==> src/rtl/mem_bus_arbiter.sv <==
// Two-master (CPU / debug) shared RAM bus arbiter and IDLE->ACC->RESP access sequencer.
// Optional MEM_ARB_RANGE_CHECK_EN blocks accesses with the address MSB set and flags debug errors.
module mem_bus_arbiter #(
   parameter int unsigned ADDR_WIDTH = 16,
   parameter int unsigned DATA_WIDTH = 8,
   parameter int unsigned MAX_BURST  = 4
) (
   input  logic                  clk,
   input  logic                  reset,
   input  logic                  cpu_req,
   input  logic                  cpu_we,
   input  logic [ADDR_WIDTH-1:0] cpu_addr,
   input  logic [DATA_WIDTH-1:0] cpu_wdata,
   output logic [DATA_WIDTH-1:0] cpu_rdata,
   output logic                  cpu_ack,
   output logic                  cpu_stall,
   input  logic                  dbg_req,
   input  logic                  dbg_we,
   input  logic [ADDR_WIDTH-1:0] dbg_addr,
   input  logic [DATA_WIDTH-1:0] dbg_wdata,
   output logic [DATA_WIDTH-1:0] dbg_rdata,
   output logic                  dbg_ack,
   output logic                  dbg_err,
   input  logic                  dbg_hold,
   output logic [ADDR_WIDTH-1:0] mem_addr,
   output logic [DATA_WIDTH-1:0] mem_wdata,
   input  logic [DATA_WIDTH-1:0] mem_rdata,
   output logic                  mem_oe,
   output logic                  mem_we
);

   localparam int unsigned BURST_W = 4;
   localparam logic [BURST_W-1:0] BURST_MAX = BURST_W'(MAX_BURST);

   typedef enum logic [1:0] {
      IDLE = 2'd0,
      ACC  = 2'd1,
      RESP = 2'd2
   } state_e;

   state_e                state_q, state_d;
   logic                  owner_q, owner_d;   // 1 = debug master owns the access
   logic                  we_q, we_d;
   logic                  oor_q, oor_d;
   logic [BURST_W-1:0]    burst_q, burst_d;
   logic [ADDR_WIDTH-1:0] mem_addr_q, mem_addr_d;
   logic [DATA_WIDTH-1:0] mem_wdata_q, mem_wdata_d;
   logic [DATA_WIDTH-1:0] cpu_rdata_q, cpu_rdata_d;
   logic [DATA_WIDTH-1:0] dbg_rdata_q, dbg_rdata_d;
   logic                  mem_oe_q, mem_oe_d;
   logic                  mem_we_q, mem_we_d;
   logic                  cpu_ack_q, cpu_ack_d;
   logic                  dbg_ack_q, dbg_ack_d;
   logic                  dbg_err_q, dbg_err_d;
   logic                  cpu_stall_q, cpu_stall_d;

   logic                  dbg_win;
   logic                  win_we;
   logic                  win_oor;
   logic [ADDR_WIDTH-1:0] win_addr;
   logic [DATA_WIDTH-1:0] win_wdata;

   // Debug wins unless the CPU is waiting and debug has used up its burst allowance.
   assign dbg_win   = dbg_req && (!cpu_req || (burst_q != BURST_MAX));
   assign win_we    = dbg_win ? dbg_we    : cpu_we;
   assign win_addr  = dbg_win ? dbg_addr  : cpu_addr;
   assign win_wdata = dbg_win ? dbg_wdata : cpu_wdata;

`ifdef MEM_ARB_RANGE_CHECK_EN
   assign win_oor = win_addr[ADDR_WIDTH-1];
`else
   assign win_oor = 1'b0;
`endif

   always_comb begin
      state_d     = state_q;
      owner_d     = owner_q;
      we_d        = we_q;
      oor_d       = oor_q;
      burst_d     = burst_q;
      mem_addr_d  = mem_addr_q;
      mem_wdata_d = mem_wdata_q;
      cpu_rdata_d = cpu_rdata_q;
      dbg_rdata_d = dbg_rdata_q;
      mem_oe_d    = 1'b0;
      mem_we_d    = 1'b0;
      cpu_ack_d   = 1'b0;
      dbg_ack_d   = 1'b0;
      dbg_err_d   = 1'b0;
      cpu_stall_d = dbg_hold;

      case (state_q)
         IDLE: begin
            if (dbg_win) begin
               burst_d = (burst_q == BURST_MAX) ? burst_q : burst_q + BURST_W'(1);
            end else begin
               burst_d = '0;
            end
            if (dbg_req || cpu_req) begin
               state_d     = ACC;
               owner_d     = dbg_win;
               we_d        = win_we;
               oor_d       = win_oor;
               mem_addr_d  = win_addr;
               mem_wdata_d = win_wdata;
               mem_oe_d    = !win_we && !win_oor;
               mem_we_d    = win_we && !win_oor;
            end
         end
         ACC: begin
            state_d   = RESP;
            cpu_ack_d = !owner_q;
            dbg_ack_d = owner_q;
            dbg_err_d = owner_q && oor_q;
            // Blocked reads return zero rather than whatever is on the RAM data bus.
            if (!we_q) begin
               if (owner_q) begin
                  dbg_rdata_d = oor_q ? '0 : mem_rdata;
               end else begin
                  cpu_rdata_d = oor_q ? '0 : mem_rdata;
               end
            end
         end
         RESP: begin
            state_d = IDLE;
         end
         default: begin
            state_d = IDLE;
         end
      endcase
   end

   always_ff @(posedge clk) begin
      if (reset) begin
         state_q     <= IDLE;
         owner_q     <= 1'b0;
         we_q        <= 1'b0;
         oor_q       <= 1'b0;
         burst_q     <= '0;
         mem_addr_q  <= '0;
         mem_wdata_q <= '0;
         cpu_rdata_q <= '0;
         dbg_rdata_q <= '0;
         mem_oe_q    <= 1'b0;
         mem_we_q    <= 1'b0;
         cpu_ack_q   <= 1'b0;
         dbg_ack_q   <= 1'b0;
         dbg_err_q   <= 1'b0;
         cpu_stall_q <= 1'b0;
      end else begin
         state_q     <= state_d;
         owner_q     <= owner_d;
         we_q        <= we_d;
         oor_q       <= oor_d;
         burst_q     <= burst_d;
         mem_addr_q  <= mem_addr_d;
         mem_wdata_q <= mem_wdata_d;
         cpu_rdata_q <= cpu_rdata_d;
         dbg_rdata_q <= dbg_rdata_d;
         mem_oe_q    <= mem_oe_d;
         mem_we_q    <= mem_we_d;
         cpu_ack_q   <= cpu_ack_d;
         dbg_ack_q   <= dbg_ack_d;
         dbg_err_q   <= dbg_err_d;
         cpu_stall_q <= cpu_stall_d;
      end
   end

   assign mem_addr  = mem_addr_q;
   assign mem_wdata = mem_wdata_q;
   assign mem_oe    = mem_oe_q;
   assign mem_we    = mem_we_q;
   assign cpu_rdata = cpu_rdata_q;
   assign cpu_ack   = cpu_ack_q;
   assign cpu_stall = cpu_stall_q;
   assign dbg_rdata = dbg_rdata_q;
   assign dbg_ack   = dbg_ack_q;
   assign dbg_err   = dbg_err_q;

endmodule

==> config.mk <==
export PLATFORM = sky130hd
export DESIGN_NAME = mem_bus_arbiter
export DESIGN_NICKNAME = d
export VERILOG_FILES = /design/src/rtl/mem_bus_arbiter.sv
export SDC_FILE = /design/constraint.sdc
export NUM_CORES = 1
export LEC_CHECK = 0
export BUFFER_PORTS_ARGS = -buffer_cell sky130_fd_sc_hd__buf_2
export CAP_MARGIN = 10
export CORE_UTILIZATION = 45
export DETAILED_ROUTE_END_ITERATION = 7
export GPL_TIMING_DRIVEN = 0
export PLACE_DENSITY_LB_ADDON = 0.1
export SYNTH_ARGS = -nofsm -noshare
export SYNTH_HDL_FRONTEND = slang
export SYNTH_SLANG_ARGS = --single-unit
==> constraint.sdc <==
create_clock -name clk -period 1.8 [get_ports clk]
set_input_delay 0.09 -clock clk [delete_from_list [all_inputs] [get_ports clk]]
set_output_delay 0.09 -clock clk [all_outputs]
set_load 0.02 [all_outputs]
==> flow_summary.ini, run 1 <==
[power_and_ir_drop]
p_leak_nw = 1.33
power_density_nw_per_um2 = 874
power_w = 0.00282
vdd_ir_drop_max_v = 0.000543

[critical_path]
critPathKind = reg2reg
critPathCaptureType = flip-flop
critPathMaxFanout = 10
critPathTopFamily = buffers and inverters
worst_setup_path_start_kind = flip-flop
crit_buf_inv = 3
cp.required_ns = 1.98
cp_slowest_cell = a2111oi_1
slowest_delay_ns = 0.37
critical_path.cell_chain = inv_1 -> ha_1 -> nand3b_1 -> buf_2 -> buf_6 -> a2111oi_1 -> nor4_1
cp.arrival_ns = 1.90

[timing]
fmax_mhz = 581
timing.setup.tns_ns = 0
min_period_ns = 1.72
slew_viol_final = 0
hold_viol_final = 0
setup_viol = 0
tightest_slew_ns = 0.738
period_share = 0.956
skew_ns = 0.00429
hold_ws_ns = 0.0256
rsz0062_at_grt = yes
maxSlewHeadroom = 0.506

[clock_tree]
cts_tree = built
clock-sinks = 53
root_buffer = clkbuf_8
clockBufferDepth = 2
cts_setup_buffers = 0
clk_pin_slew_ns = 0.10
htree_levels = 2
cts_inserted_buffers = 5
clock_latency_ns = 0.31

[grt]
grt_pass1_vias = 2337
grt_usage = 0.239
overflow = 0
grt_pass1_wl_um = 10400
grt_max_degree = 17
antenna_found_initial = 0

[logic_synthesis]
synthCells = 271
synth-compound-area-share = 0.200
ys_types = 38
synth_nets = 336
ys_warn_count = 0
netlist_area_um2 = 2430
synth_adder_area_share = 0.0103
synth_top_family_by_area = simple AND/OR/NAND/NOR gates
synthMuxAreaShare = 0.0330
avgSynthCellArea_um2 = 8.95
synth_simple_gate_area_share = 0.236
synth-xor-area-share = 0
ys_seq_elements = 53
synth_seq_area_share = 0.437

[drt]
viasPerCell = 5.55
vias = 2531
drt_wl_total_um = 6780
drc_errors = 0
ant_nets = 0
first_pass_iters = 4
drtIter0Drc = 103
wl_per_cell_um = 14.9

[finish]
finalNonFillerCells = 456
post-route-util = 0.629
syn_to_final_growth_pct = 33.2
antenna_cells = 0
nNetsFinal = 450
layout-drive-gt1-share = 0.370

[floorplanning]
dieWidth_um = 75.4
rows = 26
core_area_um2 = 5140
io_pins = 109
die_h_um = 75.4
die-area_um2 = 5690
start_util = 0.472

[placement]
hpwl_um = 4910
port_buffers = 106
gp_congestion = 0.837
post-place-cells = 447

[hold_path]
hold_class = in2reg

[outcome]
status = completed

[flow_run]
drv_cap = 0
[worst paths after layout]
path                                     to  slack [ns]                       from  depth (start not counted)
setup / recovery   mem_addr[9]$_SDFFE_PP0P_        0.08    burst_q[1]$_SDFFE_PP0P_                          7
hold / removal    cpu_rdata[4]$_SDFFE_PP0P_        0.03               mem_rdata[4]                          3
setup reg to reg   mem_addr[9]$_SDFFE_PP0P_        0.08    burst_q[1]$_SDFFE_PP0P_                          7
hold reg to reg   cpu_rdata[2]$_SDFFE_PP0P_        0.46  cpu_rdata[2]$_SDFFE_PP0P_                          2
[final cells by class]
| class | instances | area (um^2) |
|---|---|---|
| Tap cell | 70 | 87.6 |
| Timing Repair Buffer | 107 | 541 |
| Sequential cell | 53 | 1060 |
| Clock buffer | 6 | 82.6 |
| Multi-Input combinational cell | 180 | 1220 |
| Inverter | 4 | 15.0 |
| Buffer | 34 | 189 |
| Clock inverter | 2 | 37.5 |
| Fill cell | 496 | 1910 |
[placed cells by master, fill, tap and decap left out, types with 2 or more instances in the layout]
cell	count
a2111oi_0	13
a2111oi_1	6
a2111oi_2	4
a211oi_2	2
a21oi_1	35
a31oi_1	2
and4b_1	3
buf_2	115
buf_4	2
buf_6	5
clkbuf_1	15
clkbuf_8	6
dfxtp_1	52
ha_1	2
inv_1	3
mux2i_1	8
nand2_1	18
nand3_1	4
nand4_1	2
nor2_1	12
nor2b_1	2
nor4_1	48
o21ai_0	2
[Yosys cell counts]
master,n,area share
a2111oi_0,24,0.087
a211oi_1,1,0.0031
a211oi_2,2,0.010
a21oi_1,35,0.072
a311o_1,1,0.0041
a311oi_1,1,0.0036
a31oi_1,2,0.0052
and2_1,1,0.0026
and4b_1,3,0.012
buf_1,1,0.0015
buf_2,10,0.021
buf_4,2,0.0062
buf_6,5,0.023
clkbuf_1,16,0.025
clkinv_1,1,0.0015
conb_1,1,0.0015
dfxtp_1,53,0.44
ha_1,2,0.010
inv_1,3,0.0046
mux2i_1,8,0.033
nand2_1,18,0.028
nand2b_1,1,0.0026
nand3_1,4,0.0083
nand3b_1,1,0.0031
nand4_1,2,0.0052
nand4b_1,1,0.0036
nor2_1,12,0.019
nor2b_1,2,0.0052
nor3b_1,1,0.0031
nor4_1,48,0.12
nor4b_2,1,0.0062
nor4bb_1,1,0.0041
o21ai_0,2,0.0041
o31a_1,1,0.0036
o32ai_2,1,0.0067
or2_1,1,0.0026
or2_2,1,0.0026
or4b_1,1,0.0041
[sequential cells by signal (all words and copies together) (netlist names)]
| register | flops |
|---|---|
| mem_oe | 1 |
| cpu_rdata | 8 |
| mem_addr | 16 |
| dbg_rdata | 8 |
| mem_wdata | 8 |
| we_q | 1 |
| dbg_ack | 1 |
| burst_q | 4 |
| cpu_stall | 1 |
| mem_we | 1 |
| cpu_ack | 1 |
| state_q | 2 |
| owner_q | 1 |
[per-stage QoR]
step,setup WS [ns],cell area (um^2)
floorplan,0.246,2430
global placement,0.0679,3040
detailed placement,0.00543,3040
CTS,-0.00380,3170
global route,-0.0215,3230
finish,0.0801,3230
[metal layers]
layer	track usage	vias up	part of all wire
li1	-	1272	-
met1	0.302	1168	0.45
met2	0.396	79	0.48
met3	0.0503	12	0.048
met4	0.101	0	0.019
met5	0	-	0
[where the power goes]
| part | switching, W | leakage [nW] | total [W] | internal, W |
|---|---|---|---|---|
| clock network | 0.000396 | 0.0574 | 0.000848 | 0.000452 |
| logic | 0.000401 | 0.839 | 0.000655 | 0.000254 |
| registers | 0.0000547 | 0.436 | 0.00132 | 0.00127 |
| total | 0.000851 | 1.33 | 0.00282 | 0.00197 |
[worst reg2reg max path, cell delays in order (launching register included)]
cell and delay, ns:
dfxtp_1 0.35, inv_1 0.09, ha_1 0.20, nand3b_1 0.11, buf_2 0.19, buf_6 0.17, a2111oi_1 0.37, nor4_1 0.11
[kinds of logic (layout without fill, tap and decap cells)]
group / Yosys count / in the layout
other cells: 1 / 1
compound gates: 70 / 70
fa+ha+maj: 2 / 2
mux: 8 / 8
flops: 53 / 53
buf+inv: 38 / 153
simple gates: 99 / 99
[what timing repair did]
action / in CTS / in global routing
gates resized for setup: 0 / 21
hold buffers: 1 / 0
setup endpoints to repair: 2 / 21
hold endpoints to repair: 1 / 0
pin swaps: 0 / 0
No activity file was read; power rests on OpenSTA's default activity.
==> inputs of run 2 (changes only) <==
CORE_ASPECT_RATIO = 0.6   (was unset)
REMOVE_ABC_BUFFERS = 1   (was unset)
==> flow_summary.ini, run 2 (same netlist as run 1, synthesis figures left out) <==
[critical_path]
critPathCaptureType = flip-flop
critPathKind = reg2reg
critPathTopFamily = simple AND/OR/NAND/NOR gates
slowest_delay_ns = 0.62
critPathMaxFanout = 20
worst_setup_path_start_kind = flip-flop
cp.required_ns = 1.95
crit_buf_inv = 1
cp.arrival_ns = 1.84
cp_slowest_cell = nor2_2
critical_path.cell_chain = nor2_2 -> buf_16 -> o31a_1 -> a211oi_2

[timing]
maxSlewHeadroom = 0.355
skew_ns = 0.00302
period_share = 0.940
setup_ws_ns = 0.108
slew_viol_final = 0
min_period_ns = 1.69
hold_viol_final = 0
setup_viol = 0
fmax_mhz = 591
tightest_slew_ns = 0.967
hold_ws_ns = 0.0311
rsz0062_at_grt = yes

[placement]
hpwl_um = 4130
dp_slack_ns = -0.500
gp_congestion = 0.779
port_buffers = 107

[clock_tree]
root_buffer = clkbuf_8
cts_tree = built
clock-sinks = 53
cts_inserted_buffers = 5
clock_latency_ns = 0.30
clk_pin_slew_ns = 0.09
htree_levels = 2
clockBufferDepth = 2

[grt]
grt_usage = 0.232
antenna_found_initial = 0
grt_max_degree = 53
overflow = 0
grt_pass1_vias = 2130
grt_pass1_wl_um = 10600

[drt]
first_pass_iters = 4
ant_nets = 0
wl_per_cell_um = 16.0
vias = 2479
viasPerCell = 5.82
drtIter0Drc = 143
drc_errors = 0
drt_wl_total_um = 6820

[finish]
final_common_cell = buf_2
final_cell_mix = buf_2 (107), dfxtp_1 (53), nor4_1 (48)
antenna_cells = 0
largest_reg_flops = 16
post-route-util = 0.599
nNetsFinal = 424
syn_to_final_growth_pct = 26.7
layout-drive-gt1-share = 0.372

[hold_path]
hold_class = in2reg

[floorplanning]
start_util = 0.473
die-area_um2 = 5700
io_pins = 109
core_area_um2 = 5130
rows = 20
dieWidth_um = 96.8
die_h_um = 58.9

[outcome]
status = completed

[power_and_ir_drop]
p_leak_nw = 1.25
power_w = 0.00260
power_density_nw_per_um2 = 845
vdd_ir_drop_max_v = 0.000372

[flow_run]
drv_cap = 0
run 2: cell types whose count changed in the layout (fill, tap and decap cells not counted), moves of 3 or more:
| cell | delta |
|---|---|
| clkbuf_1 | -14 |
| buf_2 | -8 |
| buf_6 | -5 |
| a2111oi_0 | +4 |
| clkinv_2 | +3 |
run 2: per-stage QoR:
step	TNS, ns	cell area, um^2	cells
finish	0	3070	426
global route	-0.0487	3070	426
CTS	0	3030	425
detailed placement	-14.11	2900	412
global placement	-30.70	2860	410
floorplan	-2.97	2240	237
run 2: metal layers:
layer | vias up | GRT usage | share of wire
li1 | 1235 | - | -
met1 | 1134 | 0.348 | 0.49
met2 | 105 | 0.346 | 0.44
met3 | 5 | 0.0499 | 0.073
met4 | 0 | 0.0384 | 0.0043
met5 | - | 0 | 0
run 2: path summary, 6_finish.rpt:
path                                  start                         to  slack [ns]  cells past startpoint
setup / recovery    state_q[1]$_SDFFE_PP0P_    burst_q[0]$_SDFFE_PP0P_        0.11                      4
hold / removal                 mem_rdata[2]  cpu_rdata[2]$_SDFFE_PP0P_        0.03                      3
setup reg to reg    state_q[1]$_SDFFE_PP0P_    burst_q[0]$_SDFFE_PP0P_        0.11                      4
hold reg to reg   cpu_rdata[1]$_SDFFE_PP0P_  cpu_rdata[1]$_SDFFE_PP0P_        0.45                      2
run 2: cell type report:
type | instances | area [um^2]
clock buffer | 6 | 72.6
clock inverter | 2 | 10.0
fill | 488 | 2060
inverter | 4 | 16.3
multi-input combinational | 182 | 1230
sequential | 53 | 1060
tap | 66 | 82.6
timing repair buffer | 113 | 603
run 2: worst min-delay path: stages:
cell	delay (ns)
buf_2	0.10
nand2_1	0.05
a21oi_1	0.05
run 2: where the power goes:
part           switching, W  internal, W
Sequential        0.0000586      0.00127
Combinational      0.000383     0.000234
Clock              0.000383     0.000271
run 2: timing repair:
item | 4_1_cts | 5_1_grt
endpoints found under the setup margin | 31 | 14
buffers inserted | 3 | 0
hold buffers | 1 | 0
resized for setup | 4 | 13
pin swaps | 0 | 1
hold endpoints to repair | 1 | 0
cloned | 1 | 1
==> inputs of run 3 (changes only) <==
ABC_AREA = 1   (was unset)
==> flow_summary.ini, run 3 <==
[flow_run]
drv_cap = 0

[critical_path]
r2r_cells = 8
cp_slowest_cell = dfxtp_1
critical_path.cell_chain = inv_1 -> ha_1 -> nand4_4 -> buf_12 -> nand2_4 -> nand2_2 -> o21ai_2 -> and2_1
critPathMaxFanout = 15
cp.required_ns = 2.00
slowest_delay_ns = 0.40
r2r-end = mem_oe$_SDFF_PP0_
crit_buf_inv = 2
critPathCaptureType = flip-flop
r2r_start = burst_q[0]$_SDFFE_PP0P_
worst_setup_path_start_kind = flip-flop
critPathTopFamily = simple AND/OR/NAND/NOR gates
crit_cells = 8
r2r_setup_slack_ns = 0.17
critPathKind = reg2reg
cp.arrival_ns = 1.83

[floorplanning]
dieWidth_um = 96.7
die-area_um2 = 5690
core_area_um2 = 5130
die_h_um = 58.8
io_pins = 109
start_util = 0.472
rows = 20

[timing]
rsz0062_at_grt = no
tightest_slew_ns = 0.709
setup_viol = 0
slew_viol_final = 0
skew_ns = 0.00534
min_period_ns = 1.63
maxSlewHeadroom = 0.527
fmax_mhz = 615
period_share = 0.903
hold_viol_final = 0

[power_and_ir_drop]
vdd_ir_drop_max_v = 0.000371
p_int_w = 0.00195
pwr-share-seq = 0.476
switching_share = 0.302
clkPwrFrac = 0.300
combPwrFrac = 0.224
power_density_nw_per_um2 = 886
p_leak_nw = 1.72
power.switching_w = 0.000841

[logic_synthesis]
yosys_most_used_dff = dfxtp_1
synth_seq_area_share = 0.438
synthTopCellsByArea = dfxtp_1 (44%), nand3_1 (11%), inv_1 (10%), nand2_1 (9.1%), nor2_1 (7.6%)
ys_types = 23
synth_adder_area_share = 0.0103
synth.top_cells.by_count = inv_1 (65), nand2_1 (59), dfxtp_1 (53), nand3_1 (53), nor2_1 (49)
ys_warn_count = 0
ys_seq_elements = 53
synthCells = 356
yosysMostFrequentCell = inv_1
async_reset_ff_frac = 0
synth_top_family_by_area = simple AND/OR/NAND/NOR gates
yosysTopAreaCell = dfxtp_1
synth-xor-area-share = 0.00362
synth-compound-area-share = 0.103
avgSynthCellArea_um2 = 6.80
synth_top_area_frac = 0.438
synth_simple_gate_area_share = 0.300
synthMuxAreaShare = 0
synth-edff-count = 0
netlist_area_um2 = 2420

[clock_tree]
clockBufferDepth = 2
root_buffer = clkbuf_8
clock-sinks = 53
cts_inserted_buffers = 5
clock_latency_ns = 0.30
clk_pin_slew_ns = 0.09
htree_levels = 2
cts_tree = built

[finish]
largest_reg_flops = 16
final_common_cell = buf_2
antenna_cells = 0
final_cell_mix = buf_2 (107), inv_1 (65), nand2_1 (59)
syn_to_final_growth_pct = 30.0
layout-drive-gt1-share = 0.277
fill_cells = 514
nNetsFinal = 523
final_area_um2 = 3150
post-route-util = 0.614

[hold_path]
hold_path_end = dbg_rdata[1]$_SDFFE_PP0P_
hold_class = in2reg
worstHoldStart = mem_rdata[1]
worst_hold_path.num_cells = 3

[grt]
use_met3 = 0.0475
use_met2 = 0.353
grt_pass1_wl_um = 9450
grt_pass1_vias = 2191
antenna_found_initial = 0
overflow = 0
grt.busiest_layer = met2
grt_usage = 0.206
grt_max_degree = 31
grtUsageMet1 = 0.267

[drt]
wl_per_cell_um = 12.1
viasPerCell = 4.75
first_pass_iters = 4
drc_errors = 0
drtIter0Drc = 102
vias = 2494
ant_nets = 0
drt_wl_total_um = 6360

[placement]
gp_congestion = 0.780
placed_cell_area_um2 = 2940
hpwl_um = 4040
port_buffers = 107

[outcome]
status = completed
## run 3: changes by cell type in the layout (fill, tap and decap cells not counted), moves of 10 or more
cell	change
o21ai_0	+19
nor2_1	+38
nor4_1	-48
nand2_1	+41
a21oi_1	-10
inv_1	+62
nand3_1	+49
a2111oi_0	-17
## run 3: worst max path at each step
stage	startpoint	end	slack, ns
after global placement	burst_q[0]$_SDFFE_PP0P_	mem_addr[2]$_SDFFE_PP0P_	-0.26
after global routing	burst_q[0]$_SDFFE_PP0P_	burst_q[2]$_SDFFE_PP0P_	0.04
after CTS	burst_q[0]$_SDFFE_PP0P_	mem_addr[2]$_SDFFE_PP0P_	0.002
final	burst_q[0]$_SDFFE_PP0P_	mem_oe$_SDFF_PP0_	0.17
after detailed placement	burst_q[0]$_SDFFE_PP0P_	mem_wdata[0]$_SDFFE_PP0P_	-0.29
after floorplan	burst_q[0]$_SDFFE_PP0P_	mem_oe$_SDFF_PP0_	0.19
## run 3: layer usage
layer	up-vias	wire length, um
li1	1308	-
met3	5	493
met1	1082	3050
met4	0	41
met5	-	0
met2	99	2770
## run 3: logic make-up after synthesis
group | after synthesis
and+or+nand+nor | 168
AOI/OAI and AO/OA | 47
adders and majority gates | 2
DFF | 53
buffers and inverters | 84
xor gates and xnor gates | 1
other | 1
## run 3: per-stage QoR
step	worst slack [ns]	setup TNS, ns	hold slack [ns]	instances	total power (W)
final	0.175	0	0.0462	525	0.00279
after CTS	0.00247	0	0.0434	520	0.00279
after global placement	-0.262	-7.43	0.295	511	0.00194
after floorplan	0.191	0	0.159	338	0.00172
after global routing	0.0447	0	0.0404	525	0.00293
after detailed placement	-0.291	-8.19	0.317	511	0.00195
## run 3: tightest hold or removal path, stage by stage
cell and delay (ns):
buf_2 0.08, o21ai_0 0.07, nor2_1 0.07
## run 3: layout make-up
| type | instances | area, um^2 | share of cell area |
|---|---|---|---|
| sequential | 53 | 1060 | 0.337 |
| multi-input combinational | 222 | 1060 | 0.337 |
| timing repair buffer | 110 | 573 | 0.182 |
| inverter | 66 | 250 | 0.0795 |
| clock buffer | 6 | 82.6 | 0.0262 |
| tap | 66 | 82.6 | 0.0262 |
| clock inverter | 2 | 37.5 | 0.0119 |
## run 3: power by group through the flow
stage                     clock [W]  combinational, W  sequential (W)
after global routing       0.000902          0.000694         0.00134
after global placement            0          0.000591         0.00135
after CTS                  0.000854          0.000609         0.00133
final                      0.000836          0.000626         0.00133
after floorplan                   0          0.000265         0.00145
after detailed placement          0          0.000602         0.00135
## run 3: repair_timing
| item | CTS | global route |
|---|---|---|
| gates resized for setup | 2 | 2 |
| setup endpoints to repair | 31 | 30 |
| gates cloned | 0 | 3 |
| endpoints found under the hold margin | 1 | 0 |
| pin swaps | 1 | 2 |
| hold buffers | 1 | 0 |
| setup buffers | 0 | 2 |
